<file path="config.mk">
export PLATFORM = sky130hd
export DESIGN_NAME = stb_ctrl
export DESIGN_NICKNAME = d
export VERILOG_FILES = /design/src/rtl/stb_ctrl_pkg.sv /design/src/rtl/stb_ctrl_cycle_timer.sv /design/src/rtl/stb_ctrl.sv
export SDC_FILE = /design/constraint.sdc
export NUM_CORES = 1
export LEC_CHECK = 0
export ABC_AREA = 1
export CAP_MARGIN = 20
export CELL_PAD_IN_SITES_DETAIL_PLACEMENT = 1
export CELL_PAD_IN_SITES_GLOBAL_PLACEMENT = 1
export CORE_UTILIZATION = 45
export CTS_CLUSTER_DIAMETER = 100
export DETAILED_ROUTE_END_ITERATION = 6
export GPL_TIMING_DRIVEN = 0
export PLACE_DENSITY_LB_ADDON = 0.3
export RECOVER_POWER = 100
export SLEW_MARGIN = 20
export SYNTH_ARGS = -nofsm -noshare
export SYNTH_HDL_FRONTEND = slang
export SYNTH_SLANG_ARGS = --single-unit
</file>
<file path="constraint.sdc">
create_clock -name clk_i -period 9.7 [get_ports clk_i]
set_input_delay 1.94 -clock clk_i [delete_from_list [all_inputs] [get_ports clk_i]]
set_output_delay 1.94 -clock clk_i [all_outputs]
set_load 0.01 [all_outputs]
</file>
<file path="src/rtl/stb_ctrl_pkg.sv">
// Shared types for the strobe-generator measurement sequencer.
package stb_ctrl_pkg;

  typedef enum logic [2:0] {
    IDLE,
    GEN_RST,
    ARM,
    WAIT_BUSY,
    WAIT_STABLE,
    RUN
  } stb_ctrl_state_t;

  typedef enum logic [1:0] {
    ST_OK,
    ST_TIMEOUT,
    ST_RANGE,
    ST_GEN_ERR
  } stb_ctrl_status_t;

endpackage

</file>
<file path="src/rtl/stb_ctrl_cycle_timer.sv">
// Loadable down-counter with zero flag; saturates at zero instead of wrapping.
module cycle_timer
  import stb_ctrl_pkg::*;
#(
  parameter int TMR_WIDTH = 25
) (
  input  logic                 clk_i,
  input  logic                 arst_i,
  input  logic                 load,
  input  logic [TMR_WIDTH-1:0] load_val,
  input  logic                 en,
  output logic                 zero
);

  logic [TMR_WIDTH-1:0] cnt;

  always_ff @(posedge clk_i or posedge arst_i) begin
    if (arst_i) begin
      cnt <= '0;
    end else if (load) begin
      cnt <= load_val;
    end else if (en && (cnt != '0)) begin
      cnt <= cnt - 1'b1;
    end
  end

  assign zero = (cnt == '0);

endmodule

</file>
<file path="src/rtl/stb_ctrl.sv">
// Sequencer for one strobe generator: reset, arm, wait for a stable in-range
// period, then enable strobe output until stop, error, timeout or range fault.
//
// state       | meaning
// IDLE        | generator parked, waiting for start
// GEN_RST     | generator held in reset for RST_CYCLES
// ARM         | run_det held high for RUN_HOLD cycles
// WAIT_BUSY   | waiting for generator to leave idle (timeout running)
// WAIT_STABLE | waiting for STABLE_CYCLES unchanged samples (timeout running)
// RUN         | period accepted, strobe output enabled
module stb_ctrl
  import stb_ctrl_pkg::*;
#(
  parameter int T_CNT_WIDTH    = 32,
  parameter int RST_CYCLES     = 4,
  parameter int RUN_HOLD       = 4,
  parameter int STABLE_CYCLES  = 8,
  parameter int TIMEOUT_CYCLES = 2**24,
  parameter int TMR_WIDTH      = 25,
  parameter int MIN_PERIOD     = 16,
  parameter int MAX_PERIOD     = 2**30
) (
  input  logic                   clk_i,
  input  logic                   arst_i,
  input  logic                   start_i,
  input  logic                   stop_i,
  input  logic                   gen_rdy_i,
  input  logic                   gen_err_i,
  input  logic [T_CNT_WIDTH-1:0] gen_period_i,
  output logic                   gen_rst_o,
  output logic                   gen_run_o,
  output logic                   gen_oe_o,
  output logic                   busy_o,
  output logic                   running_o,
  output logic                   done_o,
  output logic [1:0]             status_o,
  output logic [T_CNT_WIDTH-1:0] period_o
);

  localparam int SC_W = $clog2(STABLE_CYCLES) + 1;
  localparam logic [SC_W-1:0]        SC_MAX = SC_W'(STABLE_CYCLES - 1);
  localparam logic [T_CNT_WIDTH-1:0] MIN_P  = T_CNT_WIDTH'(MIN_PERIOD);
  localparam logic [T_CNT_WIDTH-1:0] MAX_P  = T_CNT_WIDTH'(MAX_PERIOD);

  stb_ctrl_state_t        state;
  logic [SC_W-1:0]        stable_cnt;
  logic [SC_W-1:0]        stable_nxt;
  logic [T_CNT_WIDTH-1:0] last_period;
  logic                   same;
  logic                   stable_hit;
  logic                   in_range;
  logic                   abort;
  stb_ctrl_status_t       abort_st;
  logic                   tmr_load;
  logic [TMR_WIDTH-1:0]   tmr_val;
  logic                   tmr_en;
  logic                   tmr_zero;

  assign same       = (gen_period_i == last_period);
  assign stable_nxt = (stable_cnt == SC_MAX) ? stable_cnt : stable_cnt + 1'b1;
  assign stable_hit = same && (stable_nxt == SC_MAX);
  assign in_range   = (gen_period_i >= MIN_P) && (gen_period_i <= MAX_P);
  assign tmr_en     = (state == GEN_RST) || (state == ARM) ||
                      (state == WAIT_BUSY) || (state == WAIT_STABLE);

  // One timer serves all three intervals; it is reloaded on each phase change.
  always_comb begin
    tmr_load = 1'b0;
    tmr_val  = '0;
    case (state)
      IDLE:    if (start_i)  begin tmr_load = 1'b1; tmr_val = TMR_WIDTH'(RST_CYCLES - 1);     end
      GEN_RST: if (tmr_zero) begin tmr_load = 1'b1; tmr_val = TMR_WIDTH'(RUN_HOLD - 1);       end
      ARM:     if (tmr_zero) begin tmr_load = 1'b1; tmr_val = TMR_WIDTH'(TIMEOUT_CYCLES - 1); end
      default: ;
    endcase
  end

  // Exit priority: stop > generator error > timeout > range failure.
  always_comb begin
    abort    = 1'b0;
    abort_st = ST_OK;
    if (state != IDLE) begin
      if (stop_i) begin
        abort = 1'b1;
      end else if (gen_err_i && ((state == WAIT_STABLE) || (state == RUN))) begin
        abort    = 1'b1;
        abort_st = ST_GEN_ERR;
      end else if (tmr_zero && ((state == WAIT_BUSY) || (state == WAIT_STABLE))) begin
        abort    = 1'b1;
        abort_st = ST_TIMEOUT;
      end else if ((state == WAIT_STABLE) && stable_hit && !in_range) begin
        abort    = 1'b1;
        abort_st = ST_RANGE;
      end
    end
  end

  cycle_timer #(.TMR_WIDTH(TMR_WIDTH)) u_timer (
    .clk_i    (clk_i),
    .arst_i   (arst_i),
    .load     (tmr_load),
    .load_val (tmr_val),
    .en       (tmr_en),
    .zero     (tmr_zero)
  );

  always_ff @(posedge clk_i or posedge arst_i) begin
    if (arst_i) begin
      state       <= IDLE;
      gen_rst_o   <= 1'b0;
      gen_run_o   <= 1'b0;
      gen_oe_o    <= 1'b0;
      busy_o      <= 1'b0;
      running_o   <= 1'b0;
      done_o      <= 1'b0;
      status_o    <= ST_OK;
      period_o    <= '0;
      stable_cnt  <= '0;
      last_period <= '0;
    end else begin
      done_o <= 1'b0;
      if (abort) begin
        state     <= IDLE;
        gen_rst_o <= 1'b0;
        gen_run_o <= 1'b0;
        gen_oe_o  <= 1'b0;
        busy_o    <= 1'b0;
        running_o <= 1'b0;
        done_o    <= 1'b1;
        status_o  <= abort_st;
      end else begin
        case (state)
          IDLE: if (start_i) begin
            state     <= GEN_RST;
            gen_rst_o <= 1'b1;
            busy_o    <= 1'b1;
            status_o  <= ST_OK;
          end
          GEN_RST: if (tmr_zero) begin
            state     <= ARM;
            gen_rst_o <= 1'b0;
            gen_run_o <= 1'b1;
          end
          ARM: if (tmr_zero) begin
            state     <= WAIT_BUSY;
            gen_run_o <= 1'b0;
          end
          WAIT_BUSY: if (!gen_rdy_i) begin
            state       <= WAIT_STABLE;
            stable_cnt  <= '0;
            last_period <= gen_period_i;
          end
          WAIT_STABLE: begin
            if (!same) begin
              stable_cnt  <= '0;
              last_period <= gen_period_i;
            end else if (stable_hit) begin
              state     <= RUN;
              period_o  <= gen_period_i;
              gen_oe_o  <= 1'b1;
              running_o <= 1'b1;
            end else begin
              stable_cnt <= stable_nxt;
            end
          end
          RUN: ;
          default: state <= IDLE;
        endcase
      end
    end
  end

endmodule

</file>
==> metrics.yaml <==
status: "finished, violations left"
violations: "max-capacitance violations, max-slew violations"
comb_power_share: 0.380
power.leakage_nw: 3.48
clock_path_buffers: 2
drv_slew: 31
antenna_found_initial: 0
cts.sinks: 103
ys_seq_elements: 103
ys_types: 45
grt_max_degree: 74
rsz0062_at_grt: "no"
worst_pin_slew_ps: 1510
synth_top_family_by_area: "simple AND/OR/NAND/NOR gates"
grt-ovfl-total: 0
gp_congestion: 0.833
slew_headroom: -0.0138
fmax_mhz: 207
clk-insertion-delay-late_ps: 360
grt_pass1_wl_um: 28900
synthCells: 746
dpl_worst_slack_ps: 5310
syn-num-nets: 786
wire_per_inst_um: 17.7
vias_per_cell: 5.40
r2r_slack_ps: 6330
hold_buffers: 0
cp-startpoint: "gen_period_i[27]"
design.core.area_um2: 12700
hold_viol_final: 0
power.internal_mw: 0.944
hpwlAfterDp_um: 13200
synth_ff_type: "dfrtp_1"
pwr-share-seq: 0.398
drtIter0Drc: 227
grt_pass1_vias: 5841
finalSetupTns_ps: 0
htreeDepth: 3
syn_area_um2: 5940
final_nets: 875
crit_fanout: 10
die_y_um: 117
timing.final.crit_period_ps: 4820
rows: 41
vias: 5465
critPathRequiredTime_ps: 9960
start_util: 0.467
path_class: "in2reg"
synth_xor_area_frac: 0.0369
cts.clk_slew.worst_paths_ps: 70
die_area_um2: 13700
hp-start: "period_o[22]"
max-vdd-ir-drop_uv: 80.0
max_cap_viol_count: 1
utilization: 0.554
synth_fa_ha_area_frac: 0.00421
synthArstFlopShare: 1.00
p_clk_frac: 0.222
post_cts_buffers: 0
cts_resized: 0
setup_violations: 0
yosys.area_share.simple: 0.315
synthMuxAreaShare: 0
hp-class: "reg2reg"
powerDensity_nw_per_um2: 225
wl_um: 17900
yosysSeqAreaShare: 0.434
cts_tree: "built"
dr.pass1.iters: 4
layout_setup_ws_ps: 4880
start_kind: "primary input"
grt_util_all_layers: 0.278
crit_arrival_ps: 5080
p_switching_mw: 0.645
ios: 78
postSynthAreaPerCell_um2: 7.96
yosysWarnings: 0
drive_gt1_frac: 0.113
antenna_cells: 0
endpoint_kind: "flop"
drtAntennaViolNets: 0
synth_edf_count: 0
r2r-start: "u_timer.cnt[0]"
drc: 0
p_sw_frac: 0.406
io_buffer_count: 77
fin_skew_ps: 10.1
syn2layout_area_growth_pct: 18.8
timing.final.crit_share: 0.497
synth_compound_area_frac: 0.115
whs_ps: 471
numCtsBuffers: 9
cts_root_buf: "clkbuf_16"
fp.dieW_um: 117
synthesized netlist by cell type (4+ instances only):
master | n | area (um^2)
a21oi_1 | 30 | 150
a21oi_2 | 6 | 52.6
a22oi_2 | 4 | 50.1
buf_2 | 9 | 45.0
buf_6 | 14 | 158
dfrtp_1 | 103 | 2580
inv_1 | 74 | 278
inv_2 | 11 | 41.3
nand2_1 | 215 | 807
nand2_2 | 15 | 93.8
nand3_1 | 24 | 120
nand3_2 | 5 | 50.1
nand4_1 | 40 | 250
nor2_1 | 65 | 244
nor2_2 | 9 | 56.3
nor2_4 | 7 | 78.8
nor3_1 | 5 | 25.0
o21ai_0 | 17 | 85.1
o21ai_1 | 5 | 25.0
o21ai_2 | 24 | 210
xnor2_1 | 21 | 184
xor2_1 | 4 | 35.0
registers in the layout, summed over array words and instances (netlist names):
| register | flops |
|---|---|
| running_o | 1 |
| u_timer.cnt | 25 |
| busy_o | 1 |
| last_period | 32 |
| gen_rst_o | 1 |
| status_o | 2 |
| period_o | 32 |
| state | 3 |
| gen_run_o | 1 |
| stable_cnt | 4 |
| done_o | 1 |
critical path, stage by stage:
cell           delay [ps]
dlygate4sd3_1         620
xnor2_1               270
nand2_1               110
nor2_1                120
nand2_1               100
nor2_1                120
nand3_1               100
nor2_1                160
nand3_1               120
nand2_1               110
nand2_1               120
nand2_1               370
clkbuf_1              590
nand2_2                90
o21ai_0               130
power groups by stage:
stage	combinational [mW]	sequential, mW	clock [mW]
after CTS	0.631	0.631	0.359
after global routing	0.666	0.646	0.373
after detailed placement	0.623	0.637	0
final	0.603	0.633	0.352
after floorplan	0.449	0.620	0
after global placement	0.579	0.628	0
logic make-up after synthesis:
logic type,after synthesis
DFF,103
xor gates and xnor gates,25
adders and majority gates,2
and+or+nand+nor,401
AOI/OAI and AO/OA,99
buffers and inverters,116
per-stage QoR:
stage                     power [mW]  instance area, um^2  cells
final                           1.59                 7050   1012
after detailed placement        1.26                 6960    996
after floorplan                 1.07                 5940    746
after global placement          1.21                 6920    995
after global routing            1.68                 7050   1012
after CTS                       1.62                 7230   1012
worst paths after layout:
kind,to,cells past startpoint
max,period_o[7],15
min,period_o[22],2
max reg2reg,u_timer.cnt[22],13
min reg2reg,period_o[22],2
max in group asynchronous,last_period[2],3
min in group asynchronous,period_o[14],2
layout by cell type, fill, tap and decap left out, types with 3 or more instances in the layout:
cell type / n
a21oi_1: 32
a21oi_2: 4
a22oi_2: 4
buf_2: 9
buf_6: 4
clkbuf_1: 15
clkbuf_16: 9
clkdlybuf4s50_1: 33
dfrtp_1: 103
dlygate4sd3_1: 44
inv_1: 74
inv_2: 10
nand2_1: 218
nand2_2: 14
nand3_1: 25
nand3_2: 4
nand4_1: 40
nor2_1: 66
nor2_2: 8
nor2_4: 7
nor3_1: 5
nor4_1: 3
o21a_1: 3
o21ai_0: 38
o21ai_2: 6
xnor2_1: 21
xor2_1: 4
routing by layer:
layer  track usage  vias up  share of wire
met5             0        -              0
met4        0.0945        0          0.020
met2         0.494      104           0.51
met3        0.0324       24          0.033
met1         0.351     2766           0.43
li1              -     2571              -
layout make-up:
class | instances | area, um^2
Inverter | 86 | 324
Timing Repair Buffer | 78 | 798
Sequential cell | 103 | 2580
Tap cell | 172 | 215
Fill cell | 1638 | 5670
Clock buffer | 13 | 260
Multi-Input combinational cell | 527 | 2700
Clock inverter | 3 | 17.5
Buffer | 30 | 161
(Power assumes the default switching activity.)
